## src/rtl/seq_arith_pkg.sv

```systemverilog
// seq_arith_pkg: shared definitions for the sequential arithmetic unit.
//   - OP_ADD/OP_SUB/OP_MUL/OP_DIV: operation encoding, identical to the
//     older 4-bit combinational arithmetic unit.
//   - state_e: control FSM states (IDLE, RUN, FIN).
package seq_arith_pkg;

    localparam logic [1:0] OP_ADD = 2'b00;
    localparam logic [1:0] OP_SUB = 2'b01;
    localparam logic [1:0] OP_MUL = 2'b10;
    localparam logic [1:0] OP_DIV = 2'b11;

    typedef enum logic [1:0] {
        ST_IDLE = 2'b00,
        ST_RUN  = 2'b01,
        ST_FIN  = 2'b10
    } state_e;

endpackage

```

## src/rtl/seq_arith_div_step.sv

```systemverilog
// seq_arith_div_step: one combinational restoring-divide step.
// Ports:
//   rem          in  WIDTH  current partial remainder (always < divisor)
//   dividend_bit in  1      next dividend bit, shifted in at the LSB
//   divisor      in  WIDTH  divisor (non-zero)
//   rem_next     out WIDTH  remainder after the trial subtraction/restore
//   quo_bit      out 1      quotient bit (inverted sign of the trial difference)
module seq_arith_div_step #(
    parameter int WIDTH = 4
) (
    input  logic [WIDTH-1:0] rem,
    input  logic             dividend_bit,
    input  logic [WIDTH-1:0] divisor,
    output logic [WIDTH-1:0] rem_next,
    output logic             quo_bit
);

    logic [WIDTH:0] shifted_s;
    logic [WIDTH:0] trial_s;
    logic           neg_s;

    // Shift, trial-subtract and restore.
    always_comb begin
        shifted_s = {rem, dividend_bit};
        trial_s   = shifted_s - {1'b0, divisor};
        // When the shifted remainder reaches 2^WIDTH it always exceeds the
        // divisor; otherwise both fit in WIDTH bits and bit WIDTH of the
        // wrapped difference is the true sign.
        neg_s     = ~shifted_s[WIDTH] & trial_s[WIDTH];
        quo_bit   = ~neg_s;
        if (neg_s) begin
            rem_next = shifted_s[WIDTH-1:0];
        end else begin
            rem_next = trial_s[WIDTH-1:0];
        end
    end

endmodule

```

## src/rtl/seq_arith_unit.sv

```systemverilog
// seq_arith_unit: multi-cycle unsigned add/sub/mul/div on WIDTH-bit operands.
// Add/sub finish in one datapath cycle; mul (shift-add) and div (restoring)
// iterate one bit per cycle behind a start/busy/done handshake.
// Ports:
//   clk     in  1        rising-edge clock
//   rst_n   in  1        synchronous active-low reset
//   start   in  1        request, accepted when idle (not in the done cycle)
//   op      in  2        00 add, 01 sub, 10 mul, 11 div
//   a, b    in  WIDTH    operands (dividend / divisor for div)
//   busy    out 1        operation in flight
//   done    out 1        one-cycle completion pulse
//   result  out 2*WIDTH  result; add/sub carry/borrow in bit WIDTH,
//                        mul full product, div {remainder, quotient}
//   dz      out 1        divide by zero
//   op_err  out 1        unsupported op (div when the divider is not built)
// Build option: define SEQ_ARITH_DIV_EN to include the divider datapath.
module seq_arith_unit
    import seq_arith_pkg::*;
#(
    parameter int WIDTH = 4
) (
    input  logic               clk,
    input  logic               rst_n,
    input  logic               start,
    input  logic [1:0]         op,
    input  logic [WIDTH-1:0]   a,
    input  logic [WIDTH-1:0]   b,
    output logic               busy,
    output logic               done,
    output logic [2*WIDTH-1:0] result,
    output logic               dz,
    output logic               op_err
);

    localparam int CW = $clog2(WIDTH);

    state_e             state_r;
    logic [CW-1:0]      cnt_r;
    logic [1:0]         op_r;
    logic [WIDTH-1:0]   a_r;
    logic [WIDTH-1:0]   b_r;
    logic [2*WIDTH-1:0] prod_r;

    logic               accept_s;
    logic               needs_run_s;
    logic [WIDTH:0]     mul_sum_s;
    logic [2*WIDTH-1:0] prod_next_s;
    logic [WIDTH:0]     add_s;
    logic [WIDTH:0]     sub_s;
    logic [2*WIDTH-1:0] fin_result_s;
    logic               fin_dz_s;
    logic               fin_err_s;

`ifdef SEQ_ARITH_DIV_EN
    logic [WIDTH-1:0]   rem_r;
    logic [WIDTH-1:0]   quo_r;
    logic [WIDTH-1:0]   rem_next_s;
    logic               quo_bit_s;

    // quo_r starts as the dividend; its MSB feeds the step while the
    // quotient bits fill in from the LSB.
    seq_arith_div_step #(.WIDTH(WIDTH)) u_div_step (
        .rem          (rem_r),
        .dividend_bit (quo_r[WIDTH-1]),
        .divisor      (b_r),
        .rem_next     (rem_next_s),
        .quo_bit      (quo_bit_s)
    );

    assign needs_run_s = ((op == OP_MUL) || (op == OP_DIV)) && (b != {WIDTH{1'b0}});
`else
    assign needs_run_s = (op == OP_MUL) && (b != {WIDTH{1'b0}});
`endif

    // The done cycle is already IDLE but must not accept a new request.
    assign accept_s = (state_r == ST_IDLE) && start && !done;

    // Shift-add multiply step and single-cycle add/sub.
    always_comb begin
        mul_sum_s   = {1'b0, prod_r[2*WIDTH-1:WIDTH]}
                    + (prod_r[0] ? {1'b0, a_r} : {(WIDTH+1){1'b0}});
        prod_next_s = {mul_sum_s, prod_r[WIDTH-1:1]};
        add_s       = {1'b0, a_r} + {1'b0, b_r};
        sub_s       = {1'b0, a_r} - {1'b0, b_r};
    end

    // Select the value loaded into result and flags in FIN.
    always_comb begin
        fin_result_s = {(2*WIDTH){1'b0}};
        fin_dz_s     = 1'b0;
        fin_err_s    = 1'b0;
        case (op_r)
            OP_ADD: fin_result_s = {{(WIDTH-1){1'b0}}, add_s};
            OP_SUB: fin_result_s = {{(WIDTH-1){1'b0}}, sub_s};
            OP_MUL: fin_result_s = prod_r;
            OP_DIV: begin
`ifdef SEQ_ARITH_DIV_EN
                if (b_r == {WIDTH{1'b0}}) begin
                    fin_result_s = {a_r, {WIDTH{1'b1}}};
                    fin_dz_s     = 1'b1;
                end else begin
                    fin_result_s = {rem_r, quo_r};
                end
`else
                fin_err_s = 1'b1;
`endif
            end
            default: fin_result_s = {(2*WIDTH){1'b0}};
        endcase
    end

    // Control FSM, iteration counter, datapath registers and outputs.
    always_ff @(posedge clk) begin
        if (!rst_n) begin
            state_r <= ST_IDLE;
            cnt_r   <= {CW{1'b0}};
            op_r    <= 2'b00;
            a_r     <= {WIDTH{1'b0}};
            b_r     <= {WIDTH{1'b0}};
            prod_r  <= {(2*WIDTH){1'b0}};
`ifdef SEQ_ARITH_DIV_EN
            rem_r   <= {WIDTH{1'b0}};
            quo_r   <= {WIDTH{1'b0}};
`endif
            busy    <= 1'b0;
            done    <= 1'b0;
            result  <= {(2*WIDTH){1'b0}};
            dz      <= 1'b0;
            op_err  <= 1'b0;
        end else begin
            done <= 1'b0;
            case (state_r)
                ST_IDLE: begin
                    if (accept_s) begin
                        op_r   <= op;
                        a_r    <= a;
                        b_r    <= b;
                        prod_r <= {{WIDTH{1'b0}}, b};
`ifdef SEQ_ARITH_DIV_EN
                        rem_r  <= {WIDTH{1'b0}};
                        quo_r  <= a;
`endif
                        busy   <= 1'b1;
                        if (needs_run_s) begin
                            state_r <= ST_RUN;
                            cnt_r   <= CW'(WIDTH - 1);
                        end else begin
                            state_r <= ST_FIN;
                        end
                    end
                end
                ST_RUN: begin
                    if (op_r == OP_MUL) begin
                        prod_r <= prod_next_s;
                    end
`ifdef SEQ_ARITH_DIV_EN
                    else begin
                        rem_r <= rem_next_s;
                        quo_r <= {quo_r[WIDTH-2:0], quo_bit_s};
                    end
`endif
                    if (cnt_r == {CW{1'b0}}) begin
                        state_r <= ST_FIN;
                    end else begin
                        cnt_r <= cnt_r - CW'(1);
                    end
                end
                ST_FIN: begin
                    result  <= fin_result_s;
                    dz      <= fin_dz_s;
                    op_err  <= fin_err_s;
                    done    <= 1'b1;
                    busy    <= 1'b0;
                    state_r <= ST_IDLE;
                end
                default: begin
                    busy    <= 1'b0;
                    state_r <= ST_IDLE;
                end
            endcase
        end
    end

endmodule
```

## config.mk

```make
export PLATFORM = sky130hd
export DESIGN_NAME = seq_arith_unit
export DESIGN_NICKNAME = d
export VERILOG_FILES = /design/src/rtl/seq_arith_pkg.sv /design/src/rtl/seq_arith_div_step.sv /design/src/rtl/seq_arith_unit.sv
export SDC_FILE = /design/constraint.sdc
export NUM_CORES = 1
export LEC_CHECK = 0
export ABC_AREA = 1
export CORE_ASPECT_RATIO = 2
export CORE_UTILIZATION = 45
export DETAILED_ROUTE_END_ITERATION = 12
export HOLD_SLACK_MARGIN = 0.02
export PLACE_DENSITY = 0.71
export SLEW_MARGIN = 30
export SYNTH_ARGS = -nofsm -noshare
export SYNTH_HDL_FRONTEND = slang
export SYNTH_HIERARCHICAL = 1
export SYNTH_SLANG_ARGS = --single-unit
```

## constraint.sdc

```tcl
create_clock -name clk -period 1.73 [get_ports clk]
set_input_delay 0.346 -clock clk [delete_from_list [all_inputs] [get_ports clk]]
set_output_delay 0.346 -clock clk [all_outputs]
set_load 0.02 [all_outputs]
```

# After elaboration in Yosys (flattened, before gate mapping)

Cells that the tools add are included.

Input port bits: 13
Flip-flop bits (word level): 33
Output and inout bits: 12
Logic and storage cells: 57

Muxes and demuxes: 17
$add $sub $neg: 4
Reductions and logical operators: 14
Equality and inequality tests: 11
Bitwise operators: 1

Operator list:

| kind                | number |
|---|---|
| $pmux 8 s3          | 1 |
| $mux 8              | 2 |
| $pmux 8 s2          | 1 |
| $mux 2              | 6 |
| $add 4x4->5         | 2 |
| $ne 2x2->1 const B  | 5 |
| $eq 2x2->1 const B  | 4 |
| $pmux 2 s2          | 2 |
| $logic_not 2->1     | 3 |
| $reduce_and 2->1    | 3 |
| $sub 4x4->5         | 1 |
| $eq 2x1->1 const B  | 2 |
| $mux 4              | 1 |
| $reduce_and 4->1    | 1 |
| $reduce_bool 4->1   | 1 |
| $logic_and 1x1->1   | 3 |
| $mux 1              | 3 |
| $reduce_and 3->1    | 1 |
| $pmux 1 s2          | 1 |
| $reduce_bool 2->1   | 1 |
| $sub 2x1->2 const B | 1 |
| $logic_not 1->1     | 1 |
| $not 1->1           | 1 |

# Longest topological paths before layout

Gate-level depths: netlist of the first run.

Word-level depth: 5
Gate-level depth with buffers: 13
Depth with buffers taken out: 13

# Least setup slack after synthesis of the first run

OpenSTA, ideal clock, no wires.

Kind: flip-flop to flip-flop
Start point: register b_r[0]
End point: register result[4]
Cell stages (with the launch flop): 11
Data required time: 1.617 ns
Arrival: 1.580 ns
Setup slack: 0.037 ns
Buffers on the path: 0
Clock period less this slack: 1.693 ns
Library setup time: 0.113 ns
Cell sequence: dfxtp_1 -> inv_1 -> ha_1 -> o21ai_0 -> fa_1 -> nand2_1 -> nand2_1 -> o21ai_0 -> nand3b_1 -> nand3_1 -> nand2_1

Cells in the longest elaborated chain, start to end: 2
Elaborated cells between the ends (all ways): 3
Classes of those cells: 2 x add/sub; 1 x mux

RTL lines:

| element                                           | line                                       | RTL |
|---|---|---|
| from (decl)                                       | seq_arith_unit.sv:41                       | `logic [WIDTH-1:0] b_r;` |
| from (signal assigned)                            | seq_arith_unit.sv:119                      | `b_r <= {WIDTH{1'b0}};` |
| $sub 4x4->5 / $add 4x4->5 (equally long branches) | seq_arith_unit.sv:84, seq_arith_unit.sv:83 |  |
| $pmux 8 s3 (*)                                    | seq_arith_unit.sv:92                       | `case (op_r)` |
| to (signal assigned)                              | seq_arith_unit.sv:127                      | `result <= {(2*WIDTH){1'b0}};` |
| to (signal assigned)                              | seq_arith_unit.sv:169                      | `result <= fin_result_s;` |
| to (decl)                                         | seq_arith_unit.sv:30                       | `output logic [2*WIDTH-1:0] result,` |

Mark *: on every way between the ends. The rest lies on a longest branch, timed or not.
A chain may end at the register's enable or synchronous reset.

# Final worst setup path of the first run

Start point: register op_r[0]
End point: register result[3]

Cells in the longest elaborated chain, start to end: 2
Elaborated cells between the ends (all ways): 4
Classes of those cells: 2 x eq/ne; 1 x mux; 1 x reduce/logical

RTL lines:

| element                                  | line                  | RTL |
|---|---|---|
| from (decl)                              | seq_arith_unit.sv:39  | `logic [1:0] op_r;` |
| from (signal assigned)                   | seq_arith_unit.sv:135 | `op_r <= op;` |
| $eq 2x2->1, or another cell as far along | seq_arith_unit.sv:92  |  |
| $pmux 8 s3 (*)                           | seq_arith_unit.sv:92  |  |

Marks and branches as above.

==> out/qor.txt, run 1 <==
SYNTHESIS
------------------------------------------------------------------------------
Total nets after synthesis ......................................          267
Synth warnings ..................................................            6
Mean area per synthesized cell ..................................     7.19 µm²
Netlist Area Pre-Place ..........................................     1740 µm²
Sequential-to-total area share from yosys stat ..................        38.0%
Instance count of the mapped netlist ............................          242
Flop and latch count out of synthesis ...........................           33
Number of different library cells in the post-synthesis netlist .           26

POWER
------------------------------------------------------------------------------
Internal power ..................................................    0.00146 W
Share of power burned in the clock network ......................        24.8%
Switching power .................................................   0.000790 W
Maximum vdd ir drop .............................................   0.000713 V
Overall power of the completed layout ...........................    0.00225 W
Power density over the cells ....................................  1010 nW/µm²
Relative contribution of sequential cells to total power ........        40.5%
Leakage .........................................................      1.00 nW
Switching Fraction ..............................................        35.1%
Logic gate share of total power .................................        34.7%

PLACE
------------------------------------------------------------------------------
Detailed-placement wirelength estimate ..........................      3250 µm
Placed Instance Area ............................................     2080 µm²
IO Port Bufs ....................................................           23
Final GP Congestion .............................................        0.871

DETAILED ROUTING
------------------------------------------------------------------------------
Wire length reported by the detailed router .....................      4230 µm
Via/cell ratio ..................................................         5.12
First-pass iteration count of the detailed router ...............            4
Number of routed nets with antenna violations ...................            0
Residual DRC count ..............................................            0
Average detailed-routed wire length per instance ................      12.9 µm
Number of vias in the routed layout .............................         1683
Detailed router's first-iteration violation count ...............           31

CRITICAL PATH
------------------------------------------------------------------------------
Critical Path Fanout Max ........................................            5
Worst EP arrival ................................................      1.87 ns
Required time reported for the critical path endpoint ...........      1.90 ns
Sort of element at the end of the critical path .................     register
Depth of the most critical reg-to-reg path ......................           10
Worst reg2reg endpoint .......................................... result[3]$_SDFFE_PN0P_
Worst setup path endpoint ....................................... result[3]$_SDFFE_PN0P_
Crit Path Class ................................................. register to register
Critical Path Start Type ........................................     register
Worst R2R Setup Slack ...........................................      0.03 ns
Worst setup path startpoint ..................................... op_r[0]$_SDFFE_PN0P_
Reg-to-reg critical path startpoint ............................. op_r[0]$_SDFFE_PN0P_

CLOCK NETWORK
------------------------------------------------------------------------------
Post-CTS Hold Buffers ...........................................            0
Number of buffers added by the clock tree synthesis step ........            5
Maximum clock path buffer count .................................            2
Clock root buffer master ........................................ sky130_fd_sc_hd__clkbuf_8
Clock latency on the worst-skew pair ............................      0.28 ns
Htree depth .....................................................            2
CTS tree ........................................................          yes
Clock sink count ................................................           33
Clock transition at path regs ...................................      0.07 ns

FLOORPLANNING
------------------------------------------------------------------------------
Top-Level Pins ..................................................           25
Core ar. ........................................................     3650 µm²
Die span in x ...................................................      46.0 µm
Die Ht ..........................................................      90.0 µm
Effective utilization at floorplan ..............................        47.7%
Die Area ........................................................     4140 µm²
Cell row count ..................................................           31

LAYOUT
------------------------------------------------------------------------------
Diodes inserted .................................................            0
Reg area ........................................................      663 µm²
Area of the multi-input gates ...................................      985 µm²
Proportion of layout cells with a drive suffix above 1 ..........        16.4%
Number of inserted filler cells in the final layout .............          370
Utilization of the core after routing ...........................        61.2%
Total number of nets in the final design ........................          304
Final design area excluding fillers .............................     2230 µm²
Area growth from synthesis to layout ............................        28.3%

TIMING
------------------------------------------------------------------------------
Fmax ............................................................      589 MHz
Tightest hold margin ............................................     0.469 ns
Post-route fraction of the period consumed by the critical path .        98.1%
Final Hold Vio Count ............................................            0
Time the final worst path needs with I/O delays and setup .......      1.70 ns
Skew final ......................................................   0.00514 ns
Setup repair after global routing missed its margin .............          yes
Slew Viols, Final ...............................................            0
Sum Neg Setup Slack .............................................         0 ns
Setup Viol. Count Final .........................................            0

GLOBAL ROUTING
------------------------------------------------------------------------------
Congestion Overflow GR ..........................................            0
Antenna violations before repair ................................            0
Maximum number of pins on one net before global-route repair ....           22
Vias in the first global route ..................................         1694
Global-route wire length before repair ..........................      7200 µm
GRT Total Usage .................................................        23.7%

FLOW RUN
------------------------------------------------------------------------------
Number of maximum-capacitance violations ........................            0

OUTCOME
------------------------------------------------------------------------------
Status .......................................................... finished clean

HOLD PATH
------------------------------------------------------------------------------
Worst hold path class ........................................... register to register

## registers in the layout, indices dropped and copies added (netlist names), 2 cells and up
register	cells
cnt_r	2
b_r	4
result	8
op_r	2
prod_r	8
state_r	2
a_r	4
## placed cells by master (no fill, tap or decap)
cell and instances:
sky130_fd_sc_hd__a21oi_1 19, sky130_fd_sc_hd__a31oi_1 2, sky130_fd_sc_hd__dfxtp_1 31, sky130_fd_sc_hd__nand2_1 56
sky130_fd_sc_hd__nor2_1 29, sky130_fd_sc_hd__a21boi_1 1, sky130_fd_sc_hd__inv_1 22, sky130_fd_sc_hd__o21ai_2 3
sky130_fd_sc_hd__a22oi_1 3, sky130_fd_sc_hd__buf_4 13, sky130_fd_sc_hd__clkinv_2 2, sky130_fd_sc_hd__nand3_1 12
sky130_fd_sc_hd__nand2_4 2, sky130_fd_sc_hd__fa_2 1, sky130_fd_sc_hd__nand3b_1 1, sky130_fd_sc_hd__o21ai_1 1
sky130_fd_sc_hd__clkbuf_1 1, sky130_fd_sc_hd__o21ai_0 20, sky130_fd_sc_hd__fa_1 1, sky130_fd_sc_hd__xor2_1 2
sky130_fd_sc_hd__inv_2 8, sky130_fd_sc_hd__nor2_4 3, sky130_fd_sc_hd__a31oi_2 1, sky130_fd_sc_hd__dfxtp_2 2
sky130_fd_sc_hd__nand2_2 1, sky130_fd_sc_hd__clkbuf_8 5, sky130_fd_sc_hd__o31ai_1 1, sky130_fd_sc_hd__clkdlybuf4s50_1 23
sky130_fd_sc_hd__ha_1 8, sky130_fd_sc_hd__nand3_4 1, sky130_fd_sc_hd__nor2_2 1, sky130_fd_sc_hd__ha_4 2
sky130_fd_sc_hd__conb_1 1, sky130_fd_sc_hd__a21oi_2 1
## critical path, cell delays in order (launching register included)
cell	delay, ns
sky130_fd_sc_hd__dfxtp_1	0.32
sky130_fd_sc_hd__inv_2	0.04
sky130_fd_sc_hd__nor2_1	0.07
sky130_fd_sc_hd__buf_4	0.14
sky130_fd_sc_hd__nor2_4	0.04
sky130_fd_sc_hd__xor2_1	0.14
sky130_fd_sc_hd__ha_1	0.33
sky130_fd_sc_hd__a21oi_2	0.20
sky130_fd_sc_hd__nand2_1	0.09
sky130_fd_sc_hd__o21ai_2	0.14
sky130_fd_sc_hd__o21ai_1	0.06
## power by group through the flow
stage	registers (W)	logic, W	clock network [W]
after floorplan	0.000932	0.000439	0
after global placement	0.000919	0.000658	0
after detailed placement	0.000922	0.000674	0
after CTS	0.000905	0.000699	0.000570
after global routing	0.000920	0.000876	0.000603
final	0.000911	0.000780	0.000557
## worst min path at each step
stage	from	endpoint	slack (ns)	cells past startpoint
4_1_cts	result[0]$_SDFFE_PN0P_	result[0]$_SDFFE_PN0P_	0.47	2
5_1_grt	result[0]$_SDFFE_PN0P_	result[0]$_SDFFE_PN0P_	0.48	2
2_1_floorplan	a_r[0]$_SDFFE_PN0P_	a_r[0]$_SDFFE_PN0P_	0.45	2
3_5_place_dp	result[0]$_SDFFE_PN0P_	result[0]$_SDFFE_PN0P_	0.46	2
3_3_place_gp	busy$_SDFFE_PN0P_	busy$_SDFFE_PN0P_	0.46	2
6_report	result[0]$_SDFFE_PN0P_	result[0]$_SDFFE_PN0P_	0.47	2
## cells in the mapped netlist (all sizes together)
cell / instances / area share [%]
o31ai: 1 / 0.43
nand3: 13 / 4.5
ha: 10 / 7.2
a21boi: 1 / 0.43
a31oi: 3 / 1.1
dfxtp: 33 / 38
a21oi: 20 / 5.8
o21ai: 24 / 6.9
buf: 3 / 1.5
clkbuf: 3 / 0.72
nor2: 33 / 8.1
a22oi: 3 / 1.3
nand2: 59 / 14
fa: 2 / 2.3
inv: 30 / 6.5
xor2: 2 / 1.0
nand3b: 1 / 0.43
conb: 1 / 0.22
## per-layer routing
metal	vias to the layer above	part of all wire, %	global-route usage, %
met2	51	55	41.7
met1	762	36	23.6
met3	17	3.9	4.02
li1	853	-	-
met5	-	0	0
met4	0	5.0	14.5
## final cells by class
class                           count  area share [%]
Clock buffer                        6            3.25
Clock inverter                      2           0.448
Inverter                           30            5.04
Multi-Input combinational cell    173            44.1
Sequential cell                    33            29.7
Tap cell                           49            2.75
Timing Repair Buffer               36            14.7
## cell families (layout without fill, tap and decap cells)
family          Yosys count  in the layout  share of synthesized area [%]
other cells               1              1                          0.215
xor+xnor                  2              2                           1.01
compound gates           52             52                           15.9
buf+inv                  36             74                           8.70
fa+ha+maj                12             12                           9.49
simple gates            106            106                           26.7
flops                    33             33                           38.0
## repair_timing
action	CTS	global route
setup endpoints to repair	4	4
endpoints found under the hold margin	0	0
setup buffers	0	2
resized for setup	5	16
pin swaps	4	7
## per-stage QoR
stage / instances / worst slack (ns)
6_report: 329 / 0.0328
5_1_grt: 329 / -0.0736
3_5_place_dp: 319 / -0.0922
4_1_cts: 327 / 0.00280
2_1_floorplan: 242 / 0.0371
3_3_place_gp: 319 / -0.0305
No activity file was read; power rests on OpenSTA's default activity.
==> run 2, diff against run 1 <==
--- a/config.mk
+++ b/config.mk
@@ -7,10 +7,11 @@
 export LEC_CHECK = 0
 export ABC_AREA = 1
 export CORE_ASPECT_RATIO = 2
+export CORE_MARGIN = 2
 export CORE_UTILIZATION = 45
 export DETAILED_ROUTE_END_ITERATION = 12
 export HOLD_SLACK_MARGIN = 0.02
-export PLACE_DENSITY = 0.71
+export PLACE_DENSITY = 0.73
 export SLEW_MARGIN = 30
 export SYNTH_ARGS = -nofsm -noshare
 export SYNTH_HDL_FRONTEND = slang
==> run 2 against run 1 <==
The run now ends with negative setup slack left. Via count shrank 0.65%. Flip-flop and latch count unchanged. Wire length fell by 0.35%. Combinational power grew 2.9%.
==> out/qor.txt, run 2 (synthesis results as in run 1) <==
OUTCOME
------------------------------------------------------------------------------
Status .......................................................... finished, violations left
Violated checks ................................................. negative setup slack

DETAILED ROUTING
------------------------------------------------------------------------------
Detailed router's first-iteration violation count ...............           51
Via/cell ratio ..................................................         5.10
Metal2 WL .......................................................      2270 µm
First-pass iteration count of the detailed router ...............            4
Top layer used by detailed routing ..............................         met4
Average detailed-routed wire length per instance ................      12.9 µm
Number of vias in the routed layout .............................         1672
Number of routed nets with antenna violations ...................            0
Wire length reported by the detailed router .....................      4220 µm
Residual DRC count ..............................................            0
M1 WL ...........................................................      1670 µm
Routed met3 length ..............................................       160 µm

CRITICAL PATH
------------------------------------------------------------------------------
Sort of element at the end of the critical path .................     register
Required time reported for the critical path endpoint ...........      1.92 ns
Critical Path Fanout Max ........................................            4
Crit Path Class ................................................. register to register
CP peak stage delay .............................................      0.33 ns
Critical Path Start Type ........................................     register
Worst EP arrival ................................................      1.96 ns
CP max stage cell ............................................... sky130_fd_sc_hd__dfxtp_2
Sequence of cells on the critical path .......................... inv_2, ha_4, nor2_4, xor2_1, ha_1, nand2_1, nand2_2, o21ai_2, nand3b_1, nand3_1, nand2_1
Most common cell on crit path ................................... sky130_fd_sc_hd__nand2_1

LAYOUT
------------------------------------------------------------------------------
Total number of nets in the final design ........................          302
Most frequent cells in the layout ............................... sky130_fd_sc_hd__nand2_1, sky130_fd_sc_hd__dfxtp_1, sky130_fd_sc_hd__nor2_1, sky130_fd_sc_hd__inv_1, sky130_fd_sc_hd__clkdlybuf4s50_1
Utilization of the core after routing ...........................        59.0%
Proportion of layout cells with a drive suffix above 1 ..........        15.5%
Number of inserted filler cells in the final layout .............          380
Regs by FF count ................................................ prod_r: 8 flops, result: 8 flops
Leading cell type in the layout, fill and taps excluded ......... sky130_fd_sc_hd__nand2_1
Area growth from synthesis to layout ............................        27.7%
Diodes inserted .................................................            0

GLOBAL ROUTING
------------------------------------------------------------------------------
Congestion Overflow GR ..........................................            0
Global-route wire length before repair ..........................      6600 µm
GRT Total Usage .................................................        20.8%
Vias in the first global route ..................................         1578
Antenna violations before repair ................................            0
Maximum number of pins on one net before global-route repair ....           23

POWER
------------------------------------------------------------------------------
Power density over the cells ....................................  1030 nW/µm²
Leakage .........................................................     0.990 nW
Maximum vdd ir drop .............................................   0.000646 V
Overall power of the completed layout ...........................    0.00229 W

TIMING
------------------------------------------------------------------------------
Skew final ......................................................   0.00389 ns
Slew Viols, Final ...............................................            0
Post-route fraction of the period consumed by the critical path .         102%
Tightest hold margin ............................................     0.465 ns
Setup repair after global routing missed its margin .............          yes
Sum Neg Setup Slack .............................................   -0.0425 ns
Time the final worst path needs with I/O delays and setup .......      1.77 ns
Setup Viol. Count Final .........................................            1
Post-route worst setup slack ....................................   -0.0425 ns
Fmax ............................................................      564 MHz
Final Hold Vio Count ............................................            0

FLOORPLANNING
------------------------------------------------------------------------------
Die Area ........................................................     4410 µm²
Effective utilization at floorplan ..............................        46.2%
Core ar. ........................................................     3760 µm²
Top-Level Pins ..................................................           25
Die Ht ..........................................................      92.0 µm
Die span in x ...................................................      48.0 µm
Cell row count ..................................................           32

CLOCK NETWORK
------------------------------------------------------------------------------
Htree depth .....................................................            2
Clock root buffer master ........................................ sky130_fd_sc_hd__clkbuf_8
Clock latency on the worst-skew pair ............................      0.29 ns
Clock transition at path regs ...................................      0.06 ns
CTS tree ........................................................          yes
Clock sink count ................................................           33
Number of buffers added by the clock tree synthesis step ........            5
Maximum clock path buffer count .................................            2

PLACE
------------------------------------------------------------------------------
IO Port Bufs ....................................................           23
Detailed-placement wirelength estimate ..........................      3040 µm
Minimum setup slack after placement .............................   -0.0731 ns
Final GP Congestion .............................................        0.921

HOLD PATH
------------------------------------------------------------------------------
Worst hold path class ........................................... register to register

FLOW RUN
------------------------------------------------------------------------------
Number of maximum-capacitance violations ........................            0

[run 2: worst max-delay path: cells and delay by family, from the launching register on]
kind	cells	cell delay, ns
AOI/OAI and AO/OA	1	0.08
and+or+nand+nor	6	0.55
DFF	1	0.33
xor gates and xnor gates	1	0.18
buffers and inverters	1	0.05
adders and majority gates	2	0.49
[run 2: cell type report]
type / count / area [µm²] / share of cell area, %
well taps: 51 / 63.8 / 2.87
clock buffers: 7 / 86.3 / 3.89
inverters: 30 / 113 / 5.07
repair buffers: 34 / 317 / 14.2
multi-input cells: 173 / 980 / 44.1
flip-flops and latches: 33 / 663 / 29.8
[run 2: per-stage QoR]
step	area [µm²]	std cells
2_1_floorplan	1740	242
3_3_place_gp	2060	318
3_5_place_dp	2060	318
4_1_cts	2170	326
5_1_grt	2220	328
6_report	2220	328
[run 2: power breakdown]
part | total [W] | switching (W) | internal, W
sequential | 0.000905 | 0.0000605 | 0.000844
combinational | 0.000803 | 0.000464 | 0.000339
clock | 0.000585 | 0.000270 | 0.000315
[run 2: what timing repair did]
item | CTS | global route
setup endpoints to repair | 3 | 4
buffers inserted | 1 | 2
resized for setup | 11 | 13
hold buffers | 0 | 0
hold endpoints to repair | 0 | 0
pin swaps | 5 | 13
[run 2: layer usage]
layer / up-vias / track usage [%]
met4: 0 / 9.23
met5: - / 0
met2: 40 / 35.8
met1: 774 / 21.9
li1: 847 / -
met3: 11 / 5.12
[run 2: final timing paths]
| path | startpoint | end | slack [ns] | cells past startpoint |
|---|---|---|---|---|
| min reg2reg | result[0]$_SDFFE_PN0P_ | result[0]$_SDFFE_PN0P_ | 0.47 | 2 |
| max reg2reg | b_r[0]$_SDFFE_PN0P_ | result[4]$_SDFFE_PN0P_ | -0.04 | 11 |
| min | result[0]$_SDFFE_PN0P_ | result[0]$_SDFFE_PN0P_ | 0.47 | 2 |
| max | b_r[0]$_SDFFE_PN0P_ | result[4]$_SDFFE_PN0P_ | -0.04 | 11 |
